<file path="src/rtl/axilite_master_traffic_gen.sv">
// AXI4-Lite master traffic generator: writes NUM_TXN stride-spaced words, reads them
// back, and counts bad responses and data mismatches. One transaction in flight at a time.
module axilite_master_traffic_gen #(
   parameter int unsigned ADDR_WIDTH  = 64,
   parameter int unsigned DATA_WIDTH  = 64,
   parameter int unsigned NUM_TXN     = 16,
   parameter logic [63:0] BASE_ADDR   = 64'h0,
   parameter logic [63:0] ADDR_STRIDE = 64'h8
) (
   input  logic                    clk,
   input  logic                    rst_n,
   input  logic                    start,
   output logic [ADDR_WIDTH-1:0]   m_axi_awaddr,
   output logic                    m_axi_awvalid,
   input  logic                    m_axi_awready,
   output logic [DATA_WIDTH-1:0]   m_axi_wdata,
   output logic [DATA_WIDTH/8-1:0] m_axi_wstrb,
   output logic                    m_axi_wvalid,
   input  logic                    m_axi_wready,
   input  logic [1:0]              m_axi_bresp,
   input  logic                    m_axi_bvalid,
   output logic                    m_axi_bready,
   output logic [ADDR_WIDTH-1:0]   m_axi_araddr,
   output logic                    m_axi_arvalid,
   input  logic                    m_axi_arready,
   input  logic [DATA_WIDTH-1:0]   m_axi_rdata,
   input  logic [1:0]              m_axi_rresp,
   input  logic                    m_axi_rvalid,
   output logic                    m_axi_rready,
   output logic                    busy,
   output logic                    done,
   output logic [15:0]             err_count,
   output logic                    resp_err
);

   localparam int unsigned    IDX_W    = $clog2(NUM_TXN) + 1;
   localparam logic [IDX_W-1:0] LAST_IDX = IDX_W'(NUM_TXN - 1);

   typedef enum logic [2:0] {
      ST_IDLE    = 3'd0,
      ST_WR      = 3'd1,
      ST_WR_RESP = 3'd2,
      ST_RD      = 3'd3,
      ST_RD_DATA = 3'd4,
      ST_DONE    = 3'd5
   } state_t;

   function automatic logic [ADDR_WIDTH-1:0] txn_addr(input logic [IDX_W-1:0] i);
      logic [63:0] full_s;
      full_s = BASE_ADDR + ADDR_STRIDE * 64'(i);
      return full_s[ADDR_WIDTH-1:0];
   endfunction

   function automatic logic [DATA_WIDTH-1:0] txn_data(input logic [IDX_W-1:0] i);
      logic [DATA_WIDTH-1:0] d_s;
      d_s = '0;
      for (int k = 0; k < int'(DATA_WIDTH / 32); k++) begin
         d_s[k*32 +: 32] = {16'hA5A5, 16'(i)};
      end
      return d_s;
   endfunction

   state_t                  state_r, state_nx_s;
   logic [IDX_W-1:0]        idx_r, idx_nx_s;
   logic [ADDR_WIDTH-1:0]   awaddr_r, araddr_r;
   logic [DATA_WIDTH-1:0]   wdata_r;
   logic [DATA_WIDTH/8-1:0] wstrb_r;
   logic                    awvalid_r, wvalid_r, bready_r, arvalid_r, rready_r;
   logic                    busy_r, done_r, resp_err_r;
   logic [15:0]             err_count_r;
   logic                    start_ok_s, err_inc_s, resp_bad_s, wr_both_s;
   logic                    aw_hs_s, w_hs_s, b_hs_s, ar_hs_s, r_hs_s;

   assign aw_hs_s    = awvalid_r & m_axi_awready;
   assign w_hs_s     = wvalid_r & m_axi_wready;
   assign b_hs_s     = bready_r & m_axi_bvalid;
   assign ar_hs_s    = arvalid_r & m_axi_arready;
   assign r_hs_s     = rready_r & m_axi_rvalid;
   assign wr_both_s  = (~awvalid_r | aw_hs_s) & (~wvalid_r | w_hs_s);
   assign start_ok_s = start & ((state_r == ST_IDLE) | (state_r == ST_DONE));

   // Next-state, next-index and error-event decode
   always_comb begin
      state_nx_s = state_r;
      idx_nx_s   = idx_r;
      err_inc_s  = 1'b0;
      resp_bad_s = 1'b0;
      case (state_r)
         ST_IDLE, ST_DONE: begin
            if (start_ok_s) begin
               state_nx_s = ST_WR;
               idx_nx_s   = '0;
            end else begin
               state_nx_s = state_r;
            end
         end
         ST_WR: begin
            if (wr_both_s) state_nx_s = ST_WR_RESP;
            else           state_nx_s = ST_WR;
         end
         ST_WR_RESP: begin
            if (b_hs_s) begin
               resp_bad_s = (m_axi_bresp != 2'b00);
               err_inc_s  = resp_bad_s;
               if (idx_r == LAST_IDX) begin
                  idx_nx_s   = '0;
                  state_nx_s = ST_RD;
               end else begin
                  idx_nx_s   = idx_r + IDX_W'(1);
                  state_nx_s = ST_WR;
               end
            end else begin
               state_nx_s = ST_WR_RESP;
            end
         end
         ST_RD: begin
            if (ar_hs_s) state_nx_s = ST_RD_DATA;
            else         state_nx_s = ST_RD;
         end
         ST_RD_DATA: begin
            if (r_hs_s) begin
               resp_bad_s = (m_axi_rresp != 2'b00);
               // a beat with both a bad response and bad data counts once
               err_inc_s  = resp_bad_s | (m_axi_rdata != txn_data(idx_r));
               if (idx_r == LAST_IDX) begin
                  state_nx_s = ST_DONE;
               end else begin
                  idx_nx_s   = idx_r + IDX_W'(1);
                  state_nx_s = ST_RD;
               end
            end else begin
               state_nx_s = ST_RD_DATA;
            end
         end
         default: begin
            state_nx_s = ST_IDLE;
            idx_nx_s   = '0;
         end
      endcase
   end

   // State, index, registered AXI outputs and status
   always_ff @(posedge clk or negedge rst_n) begin
      if (!rst_n) begin
         state_r     <= ST_IDLE;
         idx_r       <= '0;
         awaddr_r    <= '0;
         araddr_r    <= '0;
         wdata_r     <= '0;
         wstrb_r     <= '0;
         awvalid_r   <= 1'b0;
         wvalid_r    <= 1'b0;
         bready_r    <= 1'b0;
         arvalid_r   <= 1'b0;
         rready_r    <= 1'b0;
         busy_r      <= 1'b0;
         done_r      <= 1'b0;
         err_count_r <= 16'd0;
         resp_err_r  <= 1'b0;
      end else begin
         state_r  <= state_nx_s;
         idx_r    <= idx_nx_s;
         busy_r   <= (state_nx_s != ST_IDLE) && (state_nx_s != ST_DONE);
         done_r   <= (state_nx_s == ST_DONE);
         bready_r <= (state_nx_s == ST_WR_RESP);
         arvalid_r <= (state_nx_s == ST_RD);
         rready_r <= (state_nx_s == ST_RD_DATA);
         if ((state_nx_s == ST_WR) && (state_r != ST_WR)) begin
            awvalid_r <= 1'b1;
            wvalid_r  <= 1'b1;
            awaddr_r  <= txn_addr(idx_nx_s);
            wdata_r   <= txn_data(idx_nx_s);
            wstrb_r   <= {(DATA_WIDTH/8){1'b1}};
         end else begin
            awvalid_r <= awvalid_r & ~m_axi_awready;
            wvalid_r  <= wvalid_r & ~m_axi_wready;
         end
         if ((state_nx_s == ST_RD) && (state_r != ST_RD)) begin
            araddr_r <= txn_addr(idx_nx_s);
         end
         if (start_ok_s) begin
            err_count_r <= 16'd0;
            resp_err_r  <= 1'b0;
         end else begin
            if (err_inc_s && (err_count_r != 16'hFFFF)) err_count_r <= err_count_r + 16'd1;
            resp_err_r <= resp_err_r | resp_bad_s;
         end
      end
   end

   assign m_axi_awaddr  = awaddr_r;
   assign m_axi_awvalid = awvalid_r;
   assign m_axi_wdata   = wdata_r;
   assign m_axi_wstrb   = wstrb_r;
   assign m_axi_wvalid  = wvalid_r;
   assign m_axi_bready  = bready_r;
   assign m_axi_araddr  = araddr_r;
   assign m_axi_arvalid = arvalid_r;
   assign m_axi_rready  = rready_r;
   assign busy          = busy_r;
   assign done          = done_r;
   assign err_count     = err_count_r;
   assign resp_err      = resp_err_r;

endmodule
</file>
<file path="config.mk">
export PLATFORM = sky130hd
export DESIGN_NAME = axilite_master_traffic_gen
export DESIGN_NICKNAME = d
export VERILOG_FILES = /design/src/rtl/axilite_master_traffic_gen.sv
export SDC_FILE = /design/constraint.sdc
export NUM_CORES = 1
export LEC_CHECK = 0
export BUFFER_PORTS_ARGS = -buffer_cell sky130_fd_sc_hd__buf_2
export CAP_MARGIN = 30
export CORE_AREA = 3 3 116 118
export DETAILED_ROUTE_END_ITERATION = 8
export DIE_AREA = 0 0 119 121
export HOLD_SLACK_MARGIN = 0.12
export PLACE_DENSITY = 0.64
export SLEW_MARGIN = 0
export SYNTH_ARGS = -nofsm -noshare
export SYNTH_HDL_FRONTEND = slang
export SYNTH_SLANG_ARGS = --single-unit
</file>
<file path="constraint.sdc">
create_clock -name clk -period 5.2 [get_ports clk]
set_input_delay 0.78 -clock clk [delete_from_list [all_inputs] [get_ports clk]]
set_output_delay 0.78 -clock clk [all_outputs]
set_load 0.02 [all_outputs]
</file>
-- Yosys cells after proc, flatten, opt, wreduce, memory -nomap -nowiden
Cells that the tools add are included.
W data, S select, Z words.
- $lt $le $gt $ge: 0
- bitwise logic cells: 18
- reductions and logical operators: 11
- $mul: 0
- shifts and indexed selects: 0
- mux-type cells: 24
- equal/unequal tests: 16
- div/mod/pow operators: 0
- add/subtract/negate cells: 2
- operators with widths (operator ; count):
    $ne A64 B64 Y1 ; 1
    $mux W16 ; 2
    $mux W5 ; 5
    $pmux W5 S4 ; 1
    $add A16 B1 Y16 const B ; 1
    $ne A16 B16 Y1 const B ; 1
    $mux W3 ; 5
    $pmux W3 S5 ; 1
    $eq A3 B2 Y1 const B ; 4
    $eq A3 B3 Y1 const B ; 4
    $and A1 B1 Y1 ; 9
    $eq A3 B1 Y1 const B ; 2
    $mux W1 ; 6
    $reduce_bool A2 Y1 ; 3
    $add A5 B1 Y5 const B ; 1
    $eq A5 B4 Y1 const B ; 1
    $or A1 B1 Y1 ; 5
    $logic_and A1 B1 Y1 ; 4
    $mux W2 ; 2
    $not A1 Y1 ; 4
    $pmux W1 S2 ; 2
    $reduce_or A2 Y1 ; 2
    $logic_not A3 Y1 ; 1
    $ne A3 B1 Y1 const B ; 1
    3 further kinds ; 3
- memories kept: 0
- input bits: 76
- output and inout port bits: 224
- register bits: 62
- bits in writable memories: 0
- ROM bits: 0
- latch bits: 0

-- Longest topological paths before layout
Gate-level depths: netlist of the first run.
- depth in word-level cells: 8
- gate-level depth with buffers: 9
- depth with buffers taken out: 7

-- Worst setup path before layout of the first run
OpenSTA, ideal clock, no wires.
- kind: input -> register
- from: in m_axi_bvalid
- to: reg araddr_r[3] (netlist: m_axi_araddr[3])
- stages: 6
- data arrival time: 2.187 ns
- path buffers: 0
- library setup time: 0.125 ns
- slack: 2.888 ns
- cell sequence: nand2_1 -> o22ai_1 -> a2111oi_2 -> inv_2 -> o21ai_1 -> mux2_2
- longest elaborated chain between the ends: 5
- elaborated cells on any way between the ends: 7
- classes of those cells: eq/ne: 1; mux: 4; bitwise: 1; reduce/logical: 1
- RTL lines (item ; line ; text):
    start: declaration ; 21 ; input logic m_axi_bvalid,
    $and A1 B1 Y1 ; 76 ; assign b_hs_s = bready_r & m_axi_bvalid;
    $mux W3 ; 102 ; if (b_hs_s) begin
    $pmux W3 S5 ; 88 ; case (state_r)
    named net state_nx_s[0] ; 63 ; state_t state_r, state_nx_s;
    $eq A3 B2 Y1 ; 178 ; if ((state_nx_s == ST_RD) && (state_r != ST_RD)) begin
    $logic_and A1 B1 Y1 ; 178 ;
    end signal: assignment ; 179 ; araddr_r <= txn_addr(idx_nx_s);
    end: declaration ; 65 ; logic [ADDR_WIDTH-1:0] awaddr_r, araddr_r;
The timed path passes the listed nets, and every way through them passes these cells.
A chain may end at the register's enable or synchronous reset.

-- Worst setup path after layout of the first run
- from: in m_axi_rresp[1]
- to: reg err_count_r[2] (netlist: err_count[2])
- longest elaborated chain between the ends: 6
- RTL lines (item ; line ; text):
    start: declaration ; 27 ; input logic [1:0] m_axi_rresp,
    $reduce_bool A2 Y1 ; 122 ; resp_bad_s = (m_axi_rresp != 2'b00);
    $or A1 B1 Y1 ; 124 ; err_inc_s = resp_bad_s | (m_axi_rdata != txn_data(idx_r));
    $mux W1 ; 121 ; if (r_hs_s) begin
    $pmux W1 S2 ; 88 ;
    $logic_and A1 B1 Y1 ; 185 ; if (err_inc_s && (err_count_r != 16'hFFFF)) err_count_r <= err_count_r + 16'd1;
    $reduce_bool A2 Y1 (no source line) ; -- ;
    end signal: assignment ; 185 ;
    end: declaration ; 70 ; logic [15:0] err_count_r;
No other way between the ends.

==> impl_results.md, run 1 <==
- Hold Violations, Final: 0
- Worst setup EP type: flop
- F_max: 0.307 GHz
- Mapped Cells: 452
- Clock Latency Late Sink: 290 ps
- Yosys top cell area share: 37.0%
- Sequential share of power: roughly a third
- Placer Congestion: 0.773
- Maximum VDD drop: around 0.16 mV
- IO Pins: 300
- Clk slew on worst S/H paths: 60 ps
- Max-Cap Viols: 0
- Combinational family with the most area after synthesis: buffers and inverters
- Sw Pwr: between 0.5 and 0.6 mW
- I/O Buffers: between 100 and 150
- Core Area: 0.0126 mm2
- Longest Clk Path Bufs: 2
- RSZ-0062 raised after global routing: false
- Critical R2R Launch: idx_r[3]
- PD cells: 322 mW/mm2
- Layout cell share with drive strength beyond 1: ~29%
- Iteration-0 DRC Markers: 118
- DRC errors left: 0
- CTS Sinks: 43
- XOR/XNOR share of the synthesized area: less than 1%
- Total gr overflow: 0
- R2r endpoint: err_count[2]
- Critical path arrival: approximately 3400 ps
- Drt total wl: slightly above 9000 um
- # hold bufs at CTS: 0
- Die width: 119 um
- Worst Reg2Reg Path Length in Cells: 6
- Startpoint types: primary input
- Mean Syn Cell Area: around 8.5 um2
- Outcome: completed
- CTS H-Tree Depth: 2
- CP required: 5380 ps
- Initial core utilization: 30.7%
- Post-Synth Adder-Cell Area: 0.973%
- Flop2flop setup slack: around 2200 ps
- Post-synthesis mux area share: between 2 and 3%
- Vias in the first global route: roughly 2500
- Worst slack, placed: 1580 ps
- Netlist cell types: 53
- Drt pass-1 iters: 4
- Post-CTS sizing: 0
- Slew HR: 35.3%
- Clock power share: 27.7%
- Worst-margin pin slew: 961 ps
- Setup violators final: 0
- Critical Path Start: m_axi_rresp[1]
- Hold crit path type: primary input to asynchronous set/reset pin
- Fin worst setup slack: 1940 ps
- Switching Share: 42.0%
- Syn. warnings: 0
- Post-DP HPWL: 7730 um
- DR vias/cell: between 4 and 5
- Cells after DPL: 724
- Vias: 2965
- CTS Buf Count: 5
- Most frequent cells after synthesis: buf_4, dfrtp_1, nand2_1
- Logic pwr share: 39.0%
- Initial antenna violation count: 0
- CTS root buffer: clkbuf_16
- Int Pwr: 0.765 mW
- Worst Setup EP: err_count[2]
- Num rows: approximately 40
- Simple-Gate Fraction of Synth Area: 19.3%
- Compound-Gate Fraction of Synth Area: 9.47%
- Non-filler cells, final: 732
- Post-synth EDFFs: 0
- Die Area: 0.0144 mm2
- Dominant synthesized flop cell: dfrtp_1
- Fraction of registers with async set/reset: 100%
- Clock skew: 6.41 ps
- Final period utilization: 62.7%
- Post-CTS setup buffer count: 0
- Synth-to-layout area growth: 6.10%
- Total negative slack: 0 ps
- Final Max Slew Viols: 0
- Routed Antenna Nets: 0
- Critical path type: primary input to flop
- Die Ht: 121 um
- Largest cells by area after synthesis: buf_4, dfrtp_1, nand2_1, nor2_1, or4_1
- Total global-route track usage: 11.7%
- Count leader, synth: buf_4
- First-pass GRT wire length: 13200 um
- Yosys top cell by area: buf_4
- Post-synthesis sequential area ratio: 27.9%
- DR WL/cell: 12.6 um
- Crit Path Max Fanout: 25
- Leak pwr: 2.22 nW
- Fin nets: ~640
- Post-layout min period: 3260 ps
- #FFs+latches synth: 43
- Antenna cells: 0
- Post-Syn Area: a little under 0.004 mm2
- CTS tree: yes
- Largest net degree at the start of global routing: 33
-- area by class of cell --
class                           instances  area (um2)
Multi-Input combinational cell        354        1860
Inverter                               11        41.3
Tap cell                              172         215
Clock buffer                            5         125
Fill cell                            1338        8480
Sequential cell                        43        1080
Clock inverter                          3        43.8
Timing Repair Buffer                  144         736
-- registers in the layout, summed over array words and instances (netlist names), 3 cells and up --
signal,flops
state_r,3
m_axi_wdata,6
m_axi_araddr,5
idx_r,5
err_count,16
-- worst min-delay path by stage --
| stage | startpoint | end | slack, ps | cells past startpoint |
|---|---|---|---|---|
| after floorplan | rst_n | busy | 480 | 0 |
| after global placement | m_axi_araddr[7] | m_axi_araddr[7] | 470 | 2 |
| after detailed placement | m_axi_araddr[7] | m_axi_araddr[7] | 470 | 2 |
| after CTS | rst_n | err_count[6] | 380 | 1 |
| after global routing | rst_n | err_count[6] | 400 | 1 |
| final | rst_n | err_count[6] | 380 | 1 |
-- logic make-up after synthesis --
group | count (synthesis)
AO/OA/AOI/OAI | 53
multiplexers | 10
buffers and inverters | 210
XOR/XNOR | 2
adder cells (fa/ha/maj) | 3
flip-flops | 43
AND/OR/NAND/NOR | 130
other | 1
-- critical path, stage by stage --
cell and delay (ps):
buf_2 100, nor4_1 300, nand4_1 190, nor4_1 820, and2_1 740, nor2_1 200
a31o_2 300
-- power by group through the flow --
stage | Combinational [mW] | Clock, mW | Sequential (mW)
2_1_floorplan | 0.457 | 0 | 0.460
3_3_place_gp | 0.514 | 0 | 0.446
3_5_place_dp | 0.519 | 0 | 0.447
4_1_cts | 0.519 | 0.374 | 0.441
5_1_grt | 0.570 | 0.386 | 0.449
6_report | 0.514 | 0.365 | 0.439
-- cell usage in the layout, fill, tap and decap left out, types with 2 or more instances in the layout --
master	netlist	final
nand3_1	12	12
ha_1	3	3
or4_1	9	9
nor3b_1	2	2
nor4b_1	3	3
dfrtp_1	43	43
xor2_1	2	2
nor2_1	20	20
clkbuf_16	0	5
o21ai_0	7	7
o22ai_1	5	5
or3_1	3	3
or3b_2	2	2
and3_1	8	8
nor3_1	8	8
and4_1	2	2
conb_1	1	156
buf_2	5	143
a32o_1	3	3
o21ai_1	2	2
nor4bb_1	4	4
inv_1	10	10
mux2_2	4	4
a21oi_1	12	12
a22o_1	3	3
mux2i_1	6	6
o31ai_1	7	7
nand2_1	25	25
and2_1	4	4
nand4_1	7	7
nor4_1	7	7
o211ai_1	3	3
nor2b_1	2	2
nand2b_1	6	6
-- metrics by stage --
step | utilization, % | power (mW) | cell area (um2) | hold WS [ps]
6_report | 32.6 | 1.32 | 4090 | 377
5_1_grt | 32.6 | 1.40 | 4090 | 395
4_1_cts | 32.6 | 1.33 | 4090 | 381
3_5_place_dp | 31.2 | 0.966 | 3920 | 473
3_3_place_gp | 31.1 | 0.959 | 3900 | 467
2_1_floorplan | - | 0.917 | 4440 | 484
-- layer usage --
layer	GRT usage, %	vias up	wire [um]
met1	13.0	1351	3430
met4	4.13	0	129
li1	-	1433	-
met3	3.08	8	888
met5	0	-	0
met2	21.5	173	4760
Note: power is estimated with default switching activity, not from simulation.
==> inputs of run 2 (changes only) <==
--- a/config.mk
+++ b/config.mk
@@ -7,11 +7,11 @@
 export LEC_CHECK = 0
 export BUFFER_PORTS_ARGS = -buffer_cell sky130_fd_sc_hd__buf_2
 export CAP_MARGIN = 30
-export CORE_AREA = 3 3 116 118
+export CORE_AREA = 3 3 117 119
 export DETAILED_ROUTE_END_ITERATION = 8
-export DIE_AREA = 0 0 119 121
+export DIE_AREA = 0 0 120 122
 export HOLD_SLACK_MARGIN = 0.12
-export PLACE_DENSITY = 0.64
+export PLACE_DENSITY = 0.63
 export SLEW_MARGIN = 0
 export SYNTH_ARGS = -nofsm -noshare
 export SYNTH_HDL_FRONTEND = slang
==> constraint.sdc (replaced) <==
create_clock -name clk -period 3.2 [get_ports clk]
set_input_delay 0.48 -clock clk [delete_from_list [all_inputs] [get_ports clk]]
set_output_delay 0.48 -clock clk [all_outputs]
set_load 0.02 [all_outputs]
==> impl_results.md, run 2 (synthesis gave the netlist of run 1 again) <==
- Outcome: completed (unchanged)
- CTS Buf Count: 5 (unchanged)
- IO Pins: 300 (unchanged)
- RSZ-0062 raised after global routing: false (unchanged)
- Flop2flop setup slack: 610 ps (was 2240 ps)
- Post-layout min period: around 2600 ps
- Hold crit path type: primary input to asynchronous set/reset pin (unchanged)
- Worst setup EP type: flop (unchanged)
- I/O Buffers: 143 (unchanged)
- Clk slew on worst S/H paths: 60 ps (about the same)
- Setup violators final: 0 (unchanged)
- DR vias/cell: 4.06 (was 4.05)
- Placer Congestion: 0.831 (was 0.773)
- CTS tree: yes (unchanged)
- Clock skew: 4.25 ps (was 6.41 ps)
- Longest Clk Path Bufs: 2 (unchanged)
- Iteration-0 DRC Markers: 133 (was 118)
- CTS Sinks: 43 (unchanged)
- Routed Antenna Nets: 0 (unchanged)
- Worst-margin pin slew: 778 ps (was 961 ps)
- Non-filler cells, final: 735 (was 732)
- Initial core utilization: 30.4% (was 30.7%)
- Logic pwr share: 39.4% (was 39.0%)
- Fin nets: 641 (was 638)
- Clock power share: 27.2% (was 27.7%)
- Initial antenna violation count: 0 (unchanged)
- Hold Violations, Final: 0 (unchanged)
- Drt total wl: 9220 um (was 9200 um)
- CTS H-Tree Depth: 2 (unchanged)
- Die Area: 0.0146 mm2 (was 0.0144 mm2)
- CP required: 3410 ps (was 5380 ps)
- Layout cell share with drive strength beyond 1: 29.8% (was 29.5%)
- Largest net degree at the start of global routing: 26 (was 33)
- Crit path cell chain: or3b_4 -> nor3_4 -> o22ai_1 -> or4_1 -> or3_1 -> a21oi_1 (was buf_2 -> nor4_1 -> nand4_1 -> nor4_1 -> and2_1 -> nor2_1 -> a31o_2)
- Antenna cells: 0 (unchanged)
- Sw Pwr: 0.896 mW (was 0.553 mW)
- Clock Latency Late Sink: 290 ps (about the same)
- Critical path's top delay family: simple AND/OR/NAND/NOR gates (unchanged)
- Total global-route track usage: 11.0% (was 11.7%)
- Post-CTS setup buffer count: 0 (unchanged)
- Critical-path top delay cell: dfrtp_1 (was nor4_1)
- Crit Path Max Fanout: 12 (was 25)
- Total gr overflow: 0 (unchanged)
- Die Ht: 122 um (was 121 um)
- Slowest stage delay, CP: 540 ps (was 820 ps)
- Maximum VDD drop: 0.256 mV (was 0.157 mV)
- Critical path arrival: 2800 ps (was 3440 ps)
- Leak pwr: 2.23 nW (was 2.22 nW)
- Final Max Slew Viols: 0 (unchanged)
- Max-Cap Viols: 0 (unchanged)
- Synth-to-layout area growth: 6.88% (was 6.10%)
- Commonest non-fill, non-tap cells in the layout: conb_1, buf_2, dfrtp_1 (unchanged)
- Int Pwr: 1.25 mW (was 0.765 mW)
- F_max: between 0.3 and 0.4 GHz
- Drt pass-1 iters: 4 (unchanged)
- Final period utilization: between 80% and 90%
- Commonest non-fill, non-tap cell in the layout: conb_1 (unchanged)
- Hold_ws: 166 ps (was 377 ps)
- First-pass GRT wire length: 12900 um (was 13200 um)
- # hold bufs at CTS: 0 (unchanged)
- Vias: 2985 (was 2965)
- Post-CTS sizing: 0 (unchanged)
- Max reg flops: 16 (unchanged)
- Crit path buf inv count: 0 (was 1)
- Critical path type: flop to flop (was primary input to flop)
- Cells after DPL: 727 (was 724)
- Switching Share: 41.8% (was 42.0%)
- Post-DP HPWL: 7720 um (was 7730 um)
- Slew HR: 48.1% (was 35.3%)
- Startpoint types: flop (was primary input)
- Num rows: 41 (unchanged)
- Die width: 120 um (was 119 um)
- PD cells: 519 mW/mm2 (was 322 mW/mm2)
- DR WL/cell: 12.5 um (was 12.6 um)
- Total negative slack: 0 ps (unchanged)
- Sequential share of power: 33.4% (was 33.3%)
- Core Area: 0.0127 mm2 (was 0.0126 mm2)
- Vias in the first global route: 2474 (was 2547)
- CTS root buffer: clkbuf_16 (unchanged)
- DRC errors left: 0 (unchanged)
run 2: changes by cell type in the layout (fill, tap and decap cells not counted), sizes merged:
cell,delta
buf,+3
run 2: layer usage:
layer | global-route usage (%) | vias to the layer above | share of wire, %
met2 | 17.1 | 156 | 47
met1 | 15.5 | 1381 | 44
met5 | 0 | - | 0
met3 | 2.88 | 7 | 8.7
met4 | 2.36 | 0 | 0.64
li1 | - | 1441 | -
run 2: worst paths after layout:
kind | from | cells past startpoint | end
setup / recovery | state_r[1] | 6 | err_count[7]
hold / removal | rst_n | 1 | err_count[1]
setup reg to reg | state_r[1] | 6 | err_count[7]
hold reg to reg | m_axi_araddr[5] | 1 | m_axi_araddr[5]
max in group asynchronous | rst_n | 2 | m_axi_awvalid
min in group clk | m_axi_wready | 3 | m_axi_wvalid
run 2: cell type report:
type	instances	area [um2]
clock inverter	3	43.8
multi-input combinational	354	1860
timing repair buffer	147	766
fill	1350	8550
inverter	11	41.3
clock buffer	5	125
sequential	43	1080
tap	172	215
run 2: power groups by stage:
stage	Clock (mW)	Combinational [mW]	Sequential, mW
3_3_place_gp	0	0.843	0.720
6_report	0.583	0.843	0.715
3_5_place_dp	0	0.844	0.726
2_1_floorplan	0	0.743	0.747
5_1_grt	0.625	0.924	0.731
4_1_cts	0.599	0.847	0.715
run 2: worst register-to-register path, stage by stage, from the launching register on:
cell	delay, ps
dfrtp_1	540
or3b_4	470
nor3_4	280
o22ai_1	290
or4_1	480
or3_1	320
a21oi_1	140
run 2: per-stage QoR:
stage / total power [mW] / instance area (um2) / setup WS (ps) / utilization, %
after floorplan: 1.49 / 4440 / 968 / -
after global placement: 1.56 / 3930 / 651 / 31.0
after detailed placement: 1.57 / 3950 / 605 / 31.2
after CTS: 2.16 / 4120 / 605 / 32.5
after global routing: 2.28 / 4120 / 420 / 32.5
final: 2.14 / 4120 / 612 / 32.5
